## config.mk

```make
export PLATFORM = sky130hd
export DESIGN_NAME = date_bcd_counter_flat
export DESIGN_NICKNAME = d
export VERILOG_FILES = /design/src/rtl/date_bcd_counter_if.sv /design/src/rtl/date_bcd_counter.sv /design/src/flat_wrapper.sv
export SDC_FILE = /design/constraint.sdc
export NUM_CORES = 1
export LEC_CHECK = 0
export CORE_ASPECT_RATIO = 1.4
export CORE_UTILIZATION = 30
export CTS_CLUSTER_SIZE = 12
export DETAILED_ROUTE_END_ITERATION = 8
export DONT_BUFFER_PORTS = 1
export HOLD_SLACK_MARGIN = 0.02
export PLACE_DENSITY_LB_ADDON = 0.1
export SLEW_MARGIN = 20
export SYNTH_ARGS = -nofsm -noshare
export SYNTH_HDL_FRONTEND = slang
export SYNTH_SLANG_ARGS = --single-unit
```

## constraint.sdc

```tcl
create_clock -name clk -period 5.9 [get_ports clk]
set_input_delay 0.295 -clock clk [delete_from_list [all_inputs] [get_ports clk]]
set_output_delay 0.295 -clock clk [all_outputs]
set_load 0.02 [all_outputs]
```

## src/rtl/date_bcd_counter_if.sv

```systemverilog
// Signal bundle between the tick/load source and the BCD calendar block.
// The inputs are single-cycle enables sampled on every clock and always accepted,
// so there is no ready; load_err is the only response and pulses for one cycle.
interface date_bcd_counter_if;
   logic        day_tick;
   logic        swap_tick;
   logic        load;
   logic [7:0]  load_day;
   logic [7:0]  load_month;
   logic [15:0] load_year;
   logic        load_err;
   logic        date_year;
   logic [3:0]  num3;
   logic [3:0]  num2;
   logic [3:0]  num1;
   logic [3:0]  num0;

   modport master (
      output day_tick, swap_tick, load, load_day, load_month, load_year,
      input  load_err, date_year, num3, num2, num1, num0
   );

   modport slave (
      input  day_tick, swap_tick, load, load_day, load_month, load_year,
      output load_err, date_year, num3, num2, num1, num0
   );
endinterface

```

## src/rtl/date_bcd_counter.sv

```systemverilog
// BCD calendar (DD.MM / YYYY) with Gregorian leap years, validated loads and a
// periodic date/year display toggle feeding a four-digit seven-segment driver.
module date_bcd_counter #(
   parameter logic [7:0]  RESET_DAY   = 8'h01,
   parameter logic [7:0]  RESET_MONTH = 8'h01,
   parameter logic [15:0] RESET_YEAR  = 16'h2021,
   parameter int          SWAP_DIV    = 2
) (
   input  logic                clk,
   input  logic                reset,
   date_bcd_counter_if.slave   bus
);

   localparam int SW = (SWAP_DIV > 1) ? $clog2(SWAP_DIV) : 1;

   logic [7:0]    day_q, month_q, day_n, month_n;
   logic [15:0]   year_q, year_n;
   logic [SW-1:0] swap_cnt_q, swap_cnt_n;
   logic          show_year_q, show_year_n;
   logic          err_n;
   logic [7:0]    cur_len;
   logic          load_ok;

   // Two-digit BCD divisibility by 4, decided on the digits alone.
   function automatic logic div4(input logic [3:0] t, input logic [3:0] o);
      if (!t[0]) return (o == 4'd0) || (o == 4'd4) || (o == 4'd8);
      else       return (o == 4'd2) || (o == 4'd6);
   endfunction

   function automatic logic is_leap(input logic [15:0] y);
      if (y[7:0] != 8'h00) return div4(y[7:4], y[3:0]);
      else                 return div4(y[15:12], y[11:8]);
   endfunction

   function automatic logic [7:0] month_len(input logic [7:0] m, input logic leap);
      case (m)
         8'h02:                      return leap ? 8'h29 : 8'h28;
         8'h04, 8'h06, 8'h09, 8'h11: return 8'h30;
         default:                    return 8'h31;
      endcase
   endfunction

   function automatic logic [7:0] inc_bcd8(input logic [7:0] v);
      if (v[3:0] == 4'd9) return {v[7:4] + 4'd1, 4'd0};
      else                return {v[7:4], v[3:0] + 4'd1};
   endfunction

   function automatic logic [15:0] inc_bcd16(input logic [15:0] v);
      logic [15:0] r;
      logic        c;
      r = v;
      c = 1'b1;
      for (int i = 0; i < 4; i++) begin
         if (c) begin
            if (r[i*4 +: 4] == 4'd9) begin
               r[i*4 +: 4] = 4'd0;
            end else begin
               r[i*4 +: 4] = r[i*4 +: 4] + 4'd1;
               c = 1'b0;
            end
         end
      end
      return r;
   endfunction

   function automatic logic digits_ok(input logic [31:0] v);
      logic ok;
      ok = 1'b1;
      for (int i = 0; i < 8; i++) begin
         if (v[i*4 +: 4] > 4'd9) ok = 1'b0;
      end
      return ok;
   endfunction

   // Valid BCD compares correctly as plain binary, so range checks need no conversion.
   always_comb begin
      cur_len = month_len(month_q, is_leap(year_q));
      load_ok = digits_ok({bus.load_year, bus.load_month, bus.load_day}) &&
                (bus.load_month >= 8'h01) && (bus.load_month <= 8'h12) &&
                (bus.load_day   >= 8'h01) &&
                (bus.load_day   <= month_len(bus.load_month, is_leap(bus.load_year)));
   end

   always_comb begin
      day_n       = day_q;
      month_n     = month_q;
      year_n      = year_q;
      err_n       = 1'b0;
      swap_cnt_n  = swap_cnt_q;
      show_year_n = show_year_q;

      if (bus.load) begin
         if (load_ok) begin
            day_n   = bus.load_day;
            month_n = bus.load_month;
            year_n  = bus.load_year;
         end else begin
            err_n = 1'b1;
         end
      end else if (bus.day_tick) begin
         if (day_q >= cur_len) begin
            day_n = 8'h01;
            if (month_q == 8'h12) begin
               month_n = 8'h01;
               year_n  = inc_bcd16(year_q);
            end else begin
               month_n = inc_bcd8(month_q);
            end
         end else begin
            day_n = inc_bcd8(day_q);
         end
      end

      if (bus.swap_tick) begin
         if (swap_cnt_q == SW'(SWAP_DIV - 1)) begin
            swap_cnt_n  = '0;
            show_year_n = ~show_year_q;
         end else begin
            swap_cnt_n = swap_cnt_q + SW'(1);
         end
      end
   end

   always_ff @(posedge clk or posedge reset) begin
      if (reset) begin
         day_q       <= RESET_DAY;
         month_q     <= RESET_MONTH;
         year_q      <= RESET_YEAR;
         swap_cnt_q  <= '0;
         show_year_q <= 1'b0;
      end else begin
         day_q       <= day_n;
         month_q     <= month_n;
         year_q      <= year_n;
         swap_cnt_q  <= swap_cnt_n;
         show_year_q <= show_year_n;
      end
   end

   // Display registers follow the state one clock later; load_err answers the load directly.
   always_ff @(posedge clk or posedge reset) begin
      if (reset) begin
         bus.load_err  <= 1'b0;
         bus.date_year <= 1'b0;
         bus.num3      <= RESET_DAY[7:4];
         bus.num2      <= RESET_DAY[3:0];
         bus.num1      <= RESET_MONTH[7:4];
         bus.num0      <= RESET_MONTH[3:0];
      end else begin
         bus.load_err  <= err_n;
         bus.date_year <= show_year_q;
         if (show_year_q) begin
            bus.num3 <= year_q[15:12];
            bus.num2 <= year_q[11:8];
            bus.num1 <= year_q[7:4];
            bus.num0 <= year_q[3:0];
         end else begin
            bus.num3 <= day_q[7:4];
            bus.num2 <= day_q[3:0];
            bus.num1 <= month_q[7:4];
            bus.num0 <= month_q[3:0];
         end
      end
   end

endmodule
```

## src/flat_wrapper.sv

```systemverilog
// flat-port wrapper written by rule: the top's interface ports become plain ports
module date_bcd_counter_flat 
#(
   parameter logic [7:0]  RESET_DAY   = 8'h01,
   parameter logic [7:0]  RESET_MONTH = 8'h01,
   parameter logic [15:0] RESET_YEAR  = 16'h2021,
   parameter int          SWAP_DIV    = 2
)
  (clk, reset, bus_day_tick, bus_swap_tick, bus_load, bus_load_day, bus_load_month, bus_load_year, bus_load_err, bus_date_year, bus_num3, bus_num2, bus_num1, bus_num0);
  date_bcd_counter_if bus_i ();
  input  logic clk;
  input  logic reset;
  input wire logic [$bits(bus_i.day_tick)-1:0] bus_day_tick;
  input wire logic [$bits(bus_i.swap_tick)-1:0] bus_swap_tick;
  input wire logic [$bits(bus_i.load)-1:0] bus_load;
  input wire logic [$bits(bus_i.load_day)-1:0] bus_load_day;
  input wire logic [$bits(bus_i.load_month)-1:0] bus_load_month;
  input wire logic [$bits(bus_i.load_year)-1:0] bus_load_year;
  output wire logic [$bits(bus_i.load_err)-1:0] bus_load_err;
  output wire logic [$bits(bus_i.date_year)-1:0] bus_date_year;
  output wire logic [$bits(bus_i.num3)-1:0] bus_num3;
  output wire logic [$bits(bus_i.num2)-1:0] bus_num2;
  output wire logic [$bits(bus_i.num1)-1:0] bus_num1;
  output wire logic [$bits(bus_i.num0)-1:0] bus_num0;
  assign bus_i.day_tick = bus_day_tick;
  assign bus_i.swap_tick = bus_swap_tick;
  assign bus_i.load = bus_load;
  assign bus_i.load_day = bus_load_day;
  assign bus_i.load_month = bus_load_month;
  assign bus_i.load_year = bus_load_year;
  assign bus_load_err = bus_i.load_err;
  assign bus_date_year = bus_i.date_year;
  assign bus_num3 = bus_i.num3;
  assign bus_num2 = bus_i.num2;
  assign bus_num1 = bus_i.num1;
  assign bus_num0 = bus_i.num0;
  date_bcd_counter #(.RESET_DAY(RESET_DAY), .RESET_MONTH(RESET_MONTH), .RESET_YEAR(RESET_YEAR), .SWAP_DIV(SWAP_DIV)) u_core (.clk(clk), .reset(reset), .bus(bus_i));
endmodule
```

**After elaboration in Yosys (flattened, before gate mapping)**

Index checks and enable logic that the tools add are counted.

- Flip-flop bits (word level): 52
- Output and inout port bits: 18

- Add/subtract/negate cells: 9
- Magnitude comparators: 13
- Equality and inequality tests: 34
- Multiplexer cells: 65
- Bitwise gates (word level): 1
- Reductions and logical operators: 41

Operators with widths:

| kind | count |
|---|---|
| $mux 8 | 11 |
| $mux 16 | 5 |
| $mux 4 | 11 |
| $eq 4x4->1 const B | 10 |
| $mux 1 | 36 |
| $add 4x1->4 const B | 8 |
| $eq 4x3->1 const B | 8 |
| $eq 8x3->1 const B | 4 |
| $gt 4x4->1 const B | 8 |
| $pmux 8 s2 | 2 |
| $eq 8x5->1 const B | 3 |
| $eq 4x2->1 const B | 4 |
| $eq 8x2->1 const B | 2 |
| $eq 8x4->1 const B | 2 |
| $ge 8x1->1 const B | 2 |
| $logic_not 4->1 | 4 |
| $reduce_bool 8->1 | 2 |
| $reduce_and 5->1 | 3 |
| $logic_or 1x1->1 | 12 |
| $reduce_bool 2->1 | 6 |
| $ge 8x8->1 | 1 |
| $le 8x5->1 const B | 1 |
| $le 8x8->1 | 1 |
| $reduce_and 4->1 | 2 |
| 8 further kinds | 15 |

**Logic depth before layout (Yosys ltp)**

Gate-level depths: netlist of run 1.

- Word-level depth: 26
- Depth in mapped cells: 14
- Gate-level depth less buffers: 13

**Worst setup path before layout of run 1**

OpenSTA, ideal clock, no wires.

- Path type: flip-flop to flip-flop
- Start: register u_core.month_q[6]
- End: register u_core.year_q[3]
- Library setup time: 0.125 ns
- Data arrival time: 3.509 ns
- Required time: 5.775 ns
- Slack: 2.266 ns
- Cell stages (with the launch flop): 11
- Clock period less this slack: 3.634 ns
- Cells stage by stage: dfrtp_1 > or4b_4 > nor4b_1 > a31oi_1 > ha_1 > or4b_1 > a211oi_1 > nor2_1 > a31oi_1 > nand2b_1 > mux2_2

- Word-level cells in the longest chain between the ends: 6
- Elaborated cells between the ends (all ways): 12

Ends and longest elaborated chain:

| item | RTL line | text |
|---|---|---|
| start: declaration | date_bcd_counter.sv:16 | `logic [7:0] day_q, month_q, day_n, month_n;` |
| start signal: assignment | date_bcd_counter.sv:133 | `month_q <= month_n;` |
| $eq 8x3->1, or another cell as far along | date_bcd_counter.sv:36 | `case (m)` |
| $reduce_or 4->1 | date_bcd_counter.sv:36 |  |
| $pmux 8 s2 | date_bcd_counter.sv:36 |  |
| $ge 8x8->1 | date_bcd_counter.sv:101 | `if (day_q >= cur_len) begin` |
| $reduce_bool 2->1 (no line) | -- |  |
| $reduce_and 4->1 (no line) (*) | -- |  |
| end signal: assignment | date_bcd_counter.sv:134 | `year_q <= year_n;` |
| end: declaration | date_bcd_counter.sv:17 | `logic [15:0] year_q, year_n;` |

Every way passes the cells marked *; elsewhere a longest branch is shown, timed or not.
A chain may end at the register's enable or synchronous reset.

**Final worst setup path of run 1**

- Start: register u_core.month_q[6]
- End: register u_core.month_q[5]

- Word-level cells in the longest chain between the ends: 6
- Elaborated cells between the ends (all ways): 16

Ends and longest elaborated chain:

| item | RTL line |
|---|---|
| $eq 8x3->1, or another cell as far along | date_bcd_counter.sv:36 |
| $reduce_or 4->1 | date_bcd_counter.sv:36 |
| $pmux 8 s2 | date_bcd_counter.sv:36 |
| $ge 8x8->1 | date_bcd_counter.sv:101 |
| $reduce_bool 2->1 (no line) | -- |
| $reduce_and 4->1 (no line) | -- |

Parallel ways exist; a longest one is shown, timed or not. The select of a mux whose other input is x is not followed.

==> results of run 1 <==
state kept, by name (all words and copies together) (netlist names), 4 cells and up:
signal,flops
u_core.bus.num1,4
u_core.bus.num3,4
u_core.day_q,8
u_core.bus.num2,4
u_core.month_q,8
u_core.bus.num0,4
u_core.year_q,16
area by class of cell:
| cell class | instances | area [µm²] |
|---|---|---|
| Fill cell | 1195 | 7610 |
| Multi-Input combinational cell | 297 | 1940 |
| Sequential cell | 52 | 1310 |
| Tap cell | 144 | 180 |
| Clock buffer | 7 | 133 |
| Inverter | 25 | 93.8 |
| Timing Repair Buffer | 2 | 15.0 |
| Clock inverter | 1 | 5.00 |
power breakdown:
part / switching, µW / leakage (µW) / total, µW / internal [µW]
clock network: 134 / 0.0000679 / 291 / 157
logic: 261 / 0.000784 / 507 / 246
registers: 302 / 0.000627 / 819 / 517
total: 696 / 0.00148 / 1620 / 921
layer usage:
layer  wire length [µm]  part of all wire
met1               4420              0.41
met2               5310              0.49
met3                684             0.064
met4                350             0.033
met5                  0                 0
final timing paths:
check / endpoint / depth (start not counted) / slack [ns] / start
worst max-delay path: u_core.month_q[5] / 11 / 1.27 / u_core.month_q[6]
worst max register to register: u_core.month_q[5] / 11 / 1.27 / u_core.month_q[6]
max in group asynchronous: u_core.day_q[4] / 2 / 5.34 / reset
min in group clk: u_core.swap_cnt_q / 1 / 0.08 / bus_swap_tick
worst min-delay path: u_core.bus.num3[3] / 2 / 0.07 / reset
worst min register to register: u_core.swap_cnt_q / 1 / 0.47 / u_core.swap_cnt_q
critical path, cell delays in order (launching register included):
cell and delay (ns):
dfrtp_1 0.43, or4b_4 0.58, nor4b_1 0.67, a31oi_1 0.22, ha_1 0.33, or4b_1 0.50
a211oi_1 0.32, nor2_1 0.17, a31oi_2 0.54, buf_4 0.35, nor2_1 0.09, mux2_2 0.29
synth_stat cells, types with 2 or more instances:
library cell  instances  area share
a211o_1               2      0.0051
a211oi_1              5       0.011
a21o_1                4      0.0087
a21oi_1              29       0.042
a221o_1               2      0.0058
a22o_1                2      0.0051
a22oi_1               3      0.0065
a2bb2oi_1             2      0.0051
a31oi_1              12       0.022
a32oi_1               3      0.0076
a41oi_1               2      0.0051
and2_1                2      0.0036
and3_1                3      0.0054
and4b_1               2      0.0058
buf_2                 4      0.0058
buf_4                 3      0.0065
clkbuf_1             16       0.017
clkbuf_2              2      0.0029
dfrtp_1              45        0.33
dfstp_2               7       0.053
ha_1                 12       0.043
inv_1                24       0.026
mux2_2               13       0.042
nand2_1              34       0.037
nand2b_1              3      0.0054
nand3_1              12       0.017
nand3b_1              2      0.0043
nand4_1               3      0.0054
nor2_1               24       0.026
nor2b_1               3      0.0054
nor3_1               13       0.019
nor3b_1               6       0.013
nor4_1                3      0.0054
o21a_1                4      0.0087
o21ai_0              46       0.066
o22a_1                6       0.015
o22ai_1               3      0.0054
o31ai_1               9       0.020
or2_2                 2      0.0036
or3_1                 3      0.0054
or4b_4                2      0.0079
cells by family after synthesis:
family / synth area share
DFF: 0.378
buffers and inverters: 0.0639
and+or+nand+nor: 0.199
AOI/OAI and AO/OA: 0.266
adders and majority gates: 0.0434
xor gates and xnor gates: 0.00506
muxes: 0.0452
per-stage QoR:
stage / area, µm² / power [µW]
6_report: 3670 / 1620
3_3_place_gp: 3540 / 1330
2_1_floorplan: 3460 / 1180
4_1_cts: 3670 / 1640
3_5_place_dp: 3540 / 1330
5_1_grt: 3670 / 1740
==> flow_metrics.tcl, run 1 <==
set metrics [dict create \
    die-area_mm2 0.0120 \
    final_cell_mix "o21ai_0, dfrtp_1, nand2_1" \
    clock-skew-final_ns 0.00550 \
    grtUsageMet1 0.226 \
    antennaDiodeCount 0 \
    fin_util 0.326 \
    row_count 46 \
    leakagePower_uw 0.00148 \
    finalWeightedCongestion 0.800 \
    setup-tns-final_ns 0 \
    floorplan.initialDensity 0.307 \
    grt_pass1_vias 2935 \
    ys_warn_count 0 \
    globalRouteMet3Util 0.0464 \
    die_y_um 129 \
    instances_no_fill 528 \
    syn_nets 450 \
    rsz0062_at_grt "no" \
    crit_arrival_ns 4.81 \
    antenna_found_initial 0 \
    gr-total-overflow 0 \
    endpoint_kind "register" \
    first_iter_violations 141 \
    outcome "finished clean" \
    synth_ff_type "dfrtp_1" \
    wire_per_inst_um 20.4 \
    pre_cts_ws_ns 1.27 \
    dp.cells 520 \
    clk_pin_slew_ns 0.07 \
    io_pins 55 \
    cts_hold_buf 0 \
    max-slew-margin-rel 0.348 \
    route.detailed.drc 0 \
    via_count 2972 \
    routed_wl_mm 10.8 \
    grt_max_degree 53 \
    ys_async_sr_fraction 1.00 \
    cts_tree "yes" \
    ys_ff_latch 52 \
    syn_area_mm2 0.00346 \
    fin_ws_ns 1.27 \
    syn_area_per_cell_um2 8.64 \
    coreArea_mm2 0.0113 \
    cts_setup_buffers 0 \
    cts_buffers 5 \
    finalCritPeriodShare 0.784 \
    area_growth_pct 6.11 \
    clkLatencyLatePin_ns 0.29 \
    synth.distinct_cells 65 \
    cts_sinks 52 \
    drive_gt1_frac 0.104 \
    routed_via_density 5.63 \
    ctsHtreeMaxLevel 2 \
    worst_pin_slew_ns 0.974 \
    grt.busiest_layer "met2" \
    nets 432 \
    timing.final.crit_period_ns 4.63 \
    grt_pass1_wl_mm 17.0 \
    maxSlewViolCount 0 \
    hold_ws_ns 0.0733 \
    port_buffers 0 \
    synth-edff-count 0 \
    final-setup-viol-count 0 \
    die_x_um 92.8 \
    place_hpwl_mm 7.93 \
    final_common_cell "o21ai_0" \
    seq_area_frac_synth 0.378 \
    hp-class "primary input to asynchronous set/reset pin" \
    cap_violations 0 \
    postRouteAntennaNets 0 \
    power.density_mw_per_mm2 440 \
    root_buffer "clkbuf_16" \
    first_pass_iters 5 \
    cts.path.max_buffers 2 \
    critPathMaxFanout 20 \
    max_clock_freq_mhz 216 \
    ctsResizeCount 0 \
    start_kind "register" \
    synthCells 401 \
    grtUsageTotal 0.188 \
    crit_required_ns 6.08 \
    crit_type "register to register" \
    peakVddDrop_v 0.000147 \
    use_met2 0.316 \
    finalHoldViolations 0 \
]
Power figures use the tool's default switching activity.
==> run 2: changes to the inputs <==
- ABC_AREA: default -> 1
- clock period: 5.9 -> 4.2 ns (I/O delays scaled with it)
==> run 2 against run 1 <==
  * Synthesized cell count is 20% higher
  * Sequential share of layout area is 1.6 points lower
  * Area after synthesis is 2.0% higher
  * Core utilization is 1.2 points higher
  * Power is 31% higher
  * Largest cell class unchanged
  * Largest power group unchanged
==> flow_metrics.tcl, run 2 <==
set metrics [dict create \
    clock-skew-final_ns 0.00835 \
    die-area_mm2 0.0122 \
    area_growth_pct 9.00 \
    peakVddDrop_v 0.000291 \
    syn_nets 530 \
    antenna_found_initial 0 \
    timing.final.crit_period_ns 2.86 \
    ctsHtreeMaxLevel 2 \
    fin_ws_ns 1.34 \
    place_hpwl_mm 7.55 \
    total_power_uw 2130 \
    die_y_um 130 \
    drive_gt1_frac 0.116 \
    row_count 46 \
    routed_wl_mm 9.82 \
    p_sw_uw 941 \
    antennaDiodeCount 0 \
    largest_register_ffs 16 \
    top_register "u_core.year_q" \
    gr-total-overflow 0 \
    grt_pass1_vias 3021 \
    crit_arrival_ns 3.09 \
    crit_required_ns 4.43 \
    worst_pin_slew_ns 0.847 \
    hp-class "primary input to register" \
    rsz0062_at_grt "no" \
    maxSlewViolCount 0 \
    finalCritPeriodShare 0.682 \
    root_buffer "clkbuf_16" \
    final_cell_mix "nand2_1, inv_1, o21ai_0" \
    max-slew-margin-rel 0.435 \
    synth_top_area_share 0.319 \
    p_comb_frac 0.320 \
    synthTopCellsByArea "dfrtp_1, nand2_1, o21ai_0" \
    power_frac_clock 0.199 \
    synth_common_cells "nand2_1, inv_1, o21ai_0" \
    leakagePower_uw 0.00185 \
    cts_setup_buffers 0 \
    reg_top3 "u_core.year_q (16), u_core.day_q (8), u_core.month_q (8)" \
    outcome "finished clean" \
    final_common_cell "nand2_1" \
    setup-tns-final_ns 0 \
    syn_area_mm2 0.00353 \
    synth.most_common_cell "nand2_1" \
    clkLatencyLatePin_ns 0.30 \
    first_pass_iters 4 \
    synth.distinct_cells 38 \
    finalHoldViolations 0 \
    die_x_um 93.7 \
    final-setup-viol-count 0 \
    ys_async_sr_fraction 1.00 \
    cts_buffers 5 \
    ctsResizeCount 0 \
    wire_per_inst_um 15.7 \
    pre_cts_ws_ns 1.35 \
    clk_pin_slew_ns 0.07 \
    grt_max_degree 53 \
    max_clock_freq_mhz 349 \
    cts.path.max_buffers 2 \
    endpoint_kind "register" \
    fin_util 0.338 \
    nets 531 \
    grtUsageTotal 0.170 \
    synthCells 481 \
    p_int_uw 1180 \
    route.detailed.drc 0 \
    cts_tree "yes" \
    routed_via_density 4.91 \
    io_pins 55 \
    synth_ff_type "dfrtp_1" \
    p_seq_frac 0.481 \
    syn_area_per_cell_um2 7.34 \
    power.density_mw_per_mm2 552 \
    first_iter_violations 87 \
    finalWeightedCongestion 0.837 \
    postRouteAntennaNets 0 \
    switching_share 0.443 \
    grt_pass1_wl_mm 15.8 \
    ys_ff_latch 52 \
    port_buffers 0 \
    ys_warn_count 0 \
    crit_type "register to register" \
    yosysTopAreaCell "dfrtp_1" \
    floorplan.initialDensity 0.310 \
    via_count 3076 \
    cap_violations 0 \
    cts_sinks 52 \
    coreArea_mm2 0.0114 \
    start_kind "register" \
    critPathMaxFanout 8 \
    synth-edff-count 0 \
    seq_area_frac_synth 0.371 \
    rrSetupSlack_ns 1.34 \
]
==> run 2: routing by layer <==
layer / GRT usage / part of all wire / routed length (µm) / up-vias
met5: 0 / 0 / 0 / -
met4: 0.0661 / 0.030 / 292 / 0
met3: 0.0321 / 0.045 / 442 / 12
met2: 0.307 / 0.52 / 5090 / 64
met1: 0.197 / 0.41 / 4000 / 1433
li1: - / - / - / 1567
==> run 2: power by group through the flow <==
stage	sequential [µW]	clock [µW]	combinational, µW
floorplan	943	0	572
global placement	1030	0	688
detailed placement	1030	0	683
CTS	1030	445	689
global route	1060	461	786
finish	1020	423	679
==> run 2: timing repair <==
action                     in CTS  in global routing
setup endpoints to repair       0                  0
hold endpoints to repair        9                  0
hold buffers                    2                  0
==> run 2: kinds of logic (layout without fill, tap and decap cells) <==
group,count (synthesis),count (layout),synth area share
simple gates,220,220,0.307
compound gates,101,101,0.159
buf+inv,84,86,0.0904
flops,52,52,0.371
fa+ha+maj,12,12,0.0425
xor+xnor,12,12,0.0298
==> run 2: cell type report <==
cell class | instances | area [µm²]
fillers | 1215 | 7550
clock inverters | 3 | 22.5
inverters | 75 | 282
multi-input cells | 345 | 1900
clock buffers | 5 | 125
repair buffers | 3 | 27.5
well taps | 144 | 180
flip-flops and latches | 52 | 1310
==> run 2: final timing paths <==
| path | from | to | cells past startpoint |
|---|---|---|---|
| max | u_core.month_q[0] | u_core.month_q[6] | 16 |
| min | bus_swap_tick | u_core.show_year_q | 2 |
| max reg2reg | u_core.month_q[0] | u_core.month_q[6] | 16 |
| min reg2reg | u_core.swap_cnt_q | u_core.swap_cnt_q | 1 |
| max in group asynchronous | reset | u_core.day_q[4] | 3 |
| min in group asynchronous | reset | u_core.year_q[4] | 3 |
==> run 2: worst max-delay path, cell delays in order, from the launching register on <==
cell and delay (ns):
dfstp_2 0.61, nand2_1 0.10, nor3_2 0.42, a31oi_1 0.08
o22ai_1 0.20, a21oi_1 0.07, ha_1 0.27, inv_1 0.04
nor2_1 0.08, nand3_1 0.09, nand4_2 0.16, nand2_1 0.13
inv_2 0.13, nand2_8 0.09, nor2_8 0.16, nand2_1 0.09
o21ai_2 0.06
==> run 2: stage by stage <==
stage / hold WS (ns) / cell area, µm² / cells
5_1_grt: 0.0601 / 3850 / 627
3_3_place_gp: 0.307 / 3680 / 617
6_report: 0.0623 / 3850 / 627
4_1_cts: 0.0571 / 3850 / 627
2_1_floorplan: 0.301 / 3530 / 481
3_5_place_dp: 0.306 / 3680 / 617
==> run 3: changes to the inputs <==
- clock period: 4.2 -> 2.9 ns (I/O delays scaled with it)
==> run 3 against run 2 <==
  * Setup slack got worse by 1.1 ns
  * Die area did not move
  * Sequential power rose by 44%
  * Critical path depth rose by 1
  * Wire length rose by 4.5%
  * Worst hold slack got worse by 0.026 ns
  * Highest routed layer unchanged
==> flow_metrics.tcl, run 3 (synthesis results as in run 2) <==
set metrics [dict create \
    grt_max_degree 37 \
    p_int_uw 1770 \
    die_x_um 93.7 \
    timing.final.crit_period_ns 2.62 \
    max-slew-margin-rel 0.409 \
    hp-class "primary input to register" \
    grtUsageMet1 0.209 \
    final_common_cell "nand2_1" \
    port_buffers 0 \
    routed_wl_mm 10.3 \
    peakVddDrop_v 0.000326 \
    first_pass_iters 4 \
    antenna_found_initial 0 \
    grtUsageTotal 0.181 \
    placed_cell_area_mm2 0.00370 \
    cts_sinks 52 \
    clk_pin_slew_ns 0.07 \
    final-setup-viol-count 0 \
    fin_area_mm2 0.00393 \
    ctsHtreeMaxLevel 2 \
    cts.path.max_buffers 2 \
    postRouteAntennaNets 0 \
    p_comb_frac 0.331 \
    largest_register_ffs 16 \
    floorplan.initialDensity 0.310 \
    nFillCells 1263 \
    finalHoldViolations 0 \
    grt.busiest_layer "met2" \
    leakagePower_uw 0.00188 \
    wire_per_inst_um 16.2 \
    die_y_um 130 \
    first_iter_violations 154 \
    grt_pass1_wl_mm 16.7 \
    row_count 46 \
    max_clock_freq_mhz 382 \
    endpoint_kind "register" \
    crit_required_ns 3.09 \
    total_power_uw 3140 \
    top_register "u_core.year_q" \
    cts_buffers 5 \
    area_growth_pct 11.4 \
    p_seq_frac 0.468 \
    clock-skew-final_ns 0.00574 \
    cap_violations 0 \
    drive_gt1_frac 0.139 \
    cts_tree "yes" \
    root_buffer "clkbuf_16" \
    antennaDiodeCount 0 \
    finalWeightedCongestion 0.820 \
    reg_top3 "u_core.year_q (16), u_core.day_q (8), u_core.month_q (8)" \
    clkLatencyLatePin_ns 0.30 \
    route.detailed.drc 0 \
    switching_share 0.438 \
    power_frac_clock 0.200 \
    outcome "finished clean" \
    critPathMaxFanout 4 \
    globalRouteMet3Util 0.0280 \
    place_hpwl_mm 7.79 \
    maxSlewViolCount 0 \
    coreArea_mm2 0.0114 \
    nets 538 \
    final_cell_mix "nand2_1, inv_1, o21ai_0" \
    routed_via_density 4.94 \
    grt_pass1_vias 3179 \
    start_kind "register" \
    crit_arrival_ns 2.81 \
    use_met2 0.341 \
    p_sw_uw 1380 \
    worst_pin_slew_ns 0.887 \
    power.density_mw_per_mm2 800 \
    gr-total-overflow 0 \
    finalCritPeriodShare 0.903 \
    die-area_mm2 0.0122 \
    crit_type "register to register" \
    via_count 3133 \
    io_pins 55 \
]
-- run 3: cell types whose count changed in the layout (fill, tap and decap cells not counted), sizes merged --
cell         delta
inv             -1
clkbuf          +2
buf             +6
dlygate4sd3     +1
clkinv          -2
clkinvlp        +1
-- run 3: timing repair --
item,CTS,global route
endpoints found under the hold margin,24,0
hold buffers,3,0
setup buffers,0,4
endpoints found under the setup margin,0,32
resized for setup,0,9
-- run 3: worst max-delay path: stages, from the launching register on --
cell     delay, ns
dfrtp_2       0.41
inv_2         0.09
ha_1          0.15
nand3_1       0.12
nor2_2        0.17
inv_1         0.10
a21oi_2       0.10
a21oi_1       0.08
ha_1          0.28
inv_1         0.03
nor2_1        0.11
nand3_2       0.11
nand4_4       0.11
nand2_2       0.10
inv_4         0.09
nand4_1       0.23
nand2_1       0.15
nand2_1       0.06
-- run 3: per-layer routing --
layer	up-vias	wire length, µm
met5	-	0
met4	0	165
met3	8	323
met2	52	5540
met1	1504	4230
li1	1569	-
-- run 3: final cells by class --
type / instances / area (µm²) / share of cell area
timing repair buffer: 10 / 82.6 / 0.0210
clock inverter: 1 / 7.51 / 0.00191
tap: 144 / 180 / 0.0458
multi-input combinational: 345 / 1920 / 0.489
clock buffer: 7 / 143 / 0.0363
sequential: 52 / 1310 / 0.333
inverter: 75 / 284 / 0.0722
-- run 3: power by group through the flow --
| stage | Clock, µW | Sequential [µW] | Combinational, µW |
|---|---|---|---|
| after floorplan | 0 | 1370 | 828 |
| after global placement | 0 | 1490 | 1000 |
| after detailed placement | 0 | 1490 | 1000 |
| after CTS | 650 | 1480 | 1010 |
| after global routing | 678 | 1530 | 1220 |
| final | 629 | 1470 | 1040 |
-- run 3: path summary, 6_finish.rpt --
kind | depth (start not counted) | end | slack [ns] | startpoint
hold / removal | 2 | u_core.bus.load_err | 0.04 | bus_load
max in group asynchronous | 3 | u_core.bus.num0[0] | 1.70 | reset
min in group asynchronous | 2 | u_core.bus.load_err | 0.35 | reset
setup / recovery | 17 | u_core.year_q[12] | 0.28 | u_core.month_q[4]
hold reg to reg | 1 | u_core.swap_cnt_q | 0.47 | u_core.swap_cnt_q
setup reg to reg | 17 | u_core.year_q[12] | 0.28 | u_core.month_q[4]
-- run 3: metrics by stage --
step	hold slack, ns	setup slack (ns)	utilization	TNS, ns	instances
floorplan	0.236	0.477	-	0	481
global placement	0.117	0.0436	0.324	0	619
detailed placement	0.119	0.0180	0.324	0	619
CTS	0.0260	0.00771	0.340	0	630
global route	0.0383	-0.0153	0.345	-0.0153	634
finish	0.0367	0.281	0.345	0	634
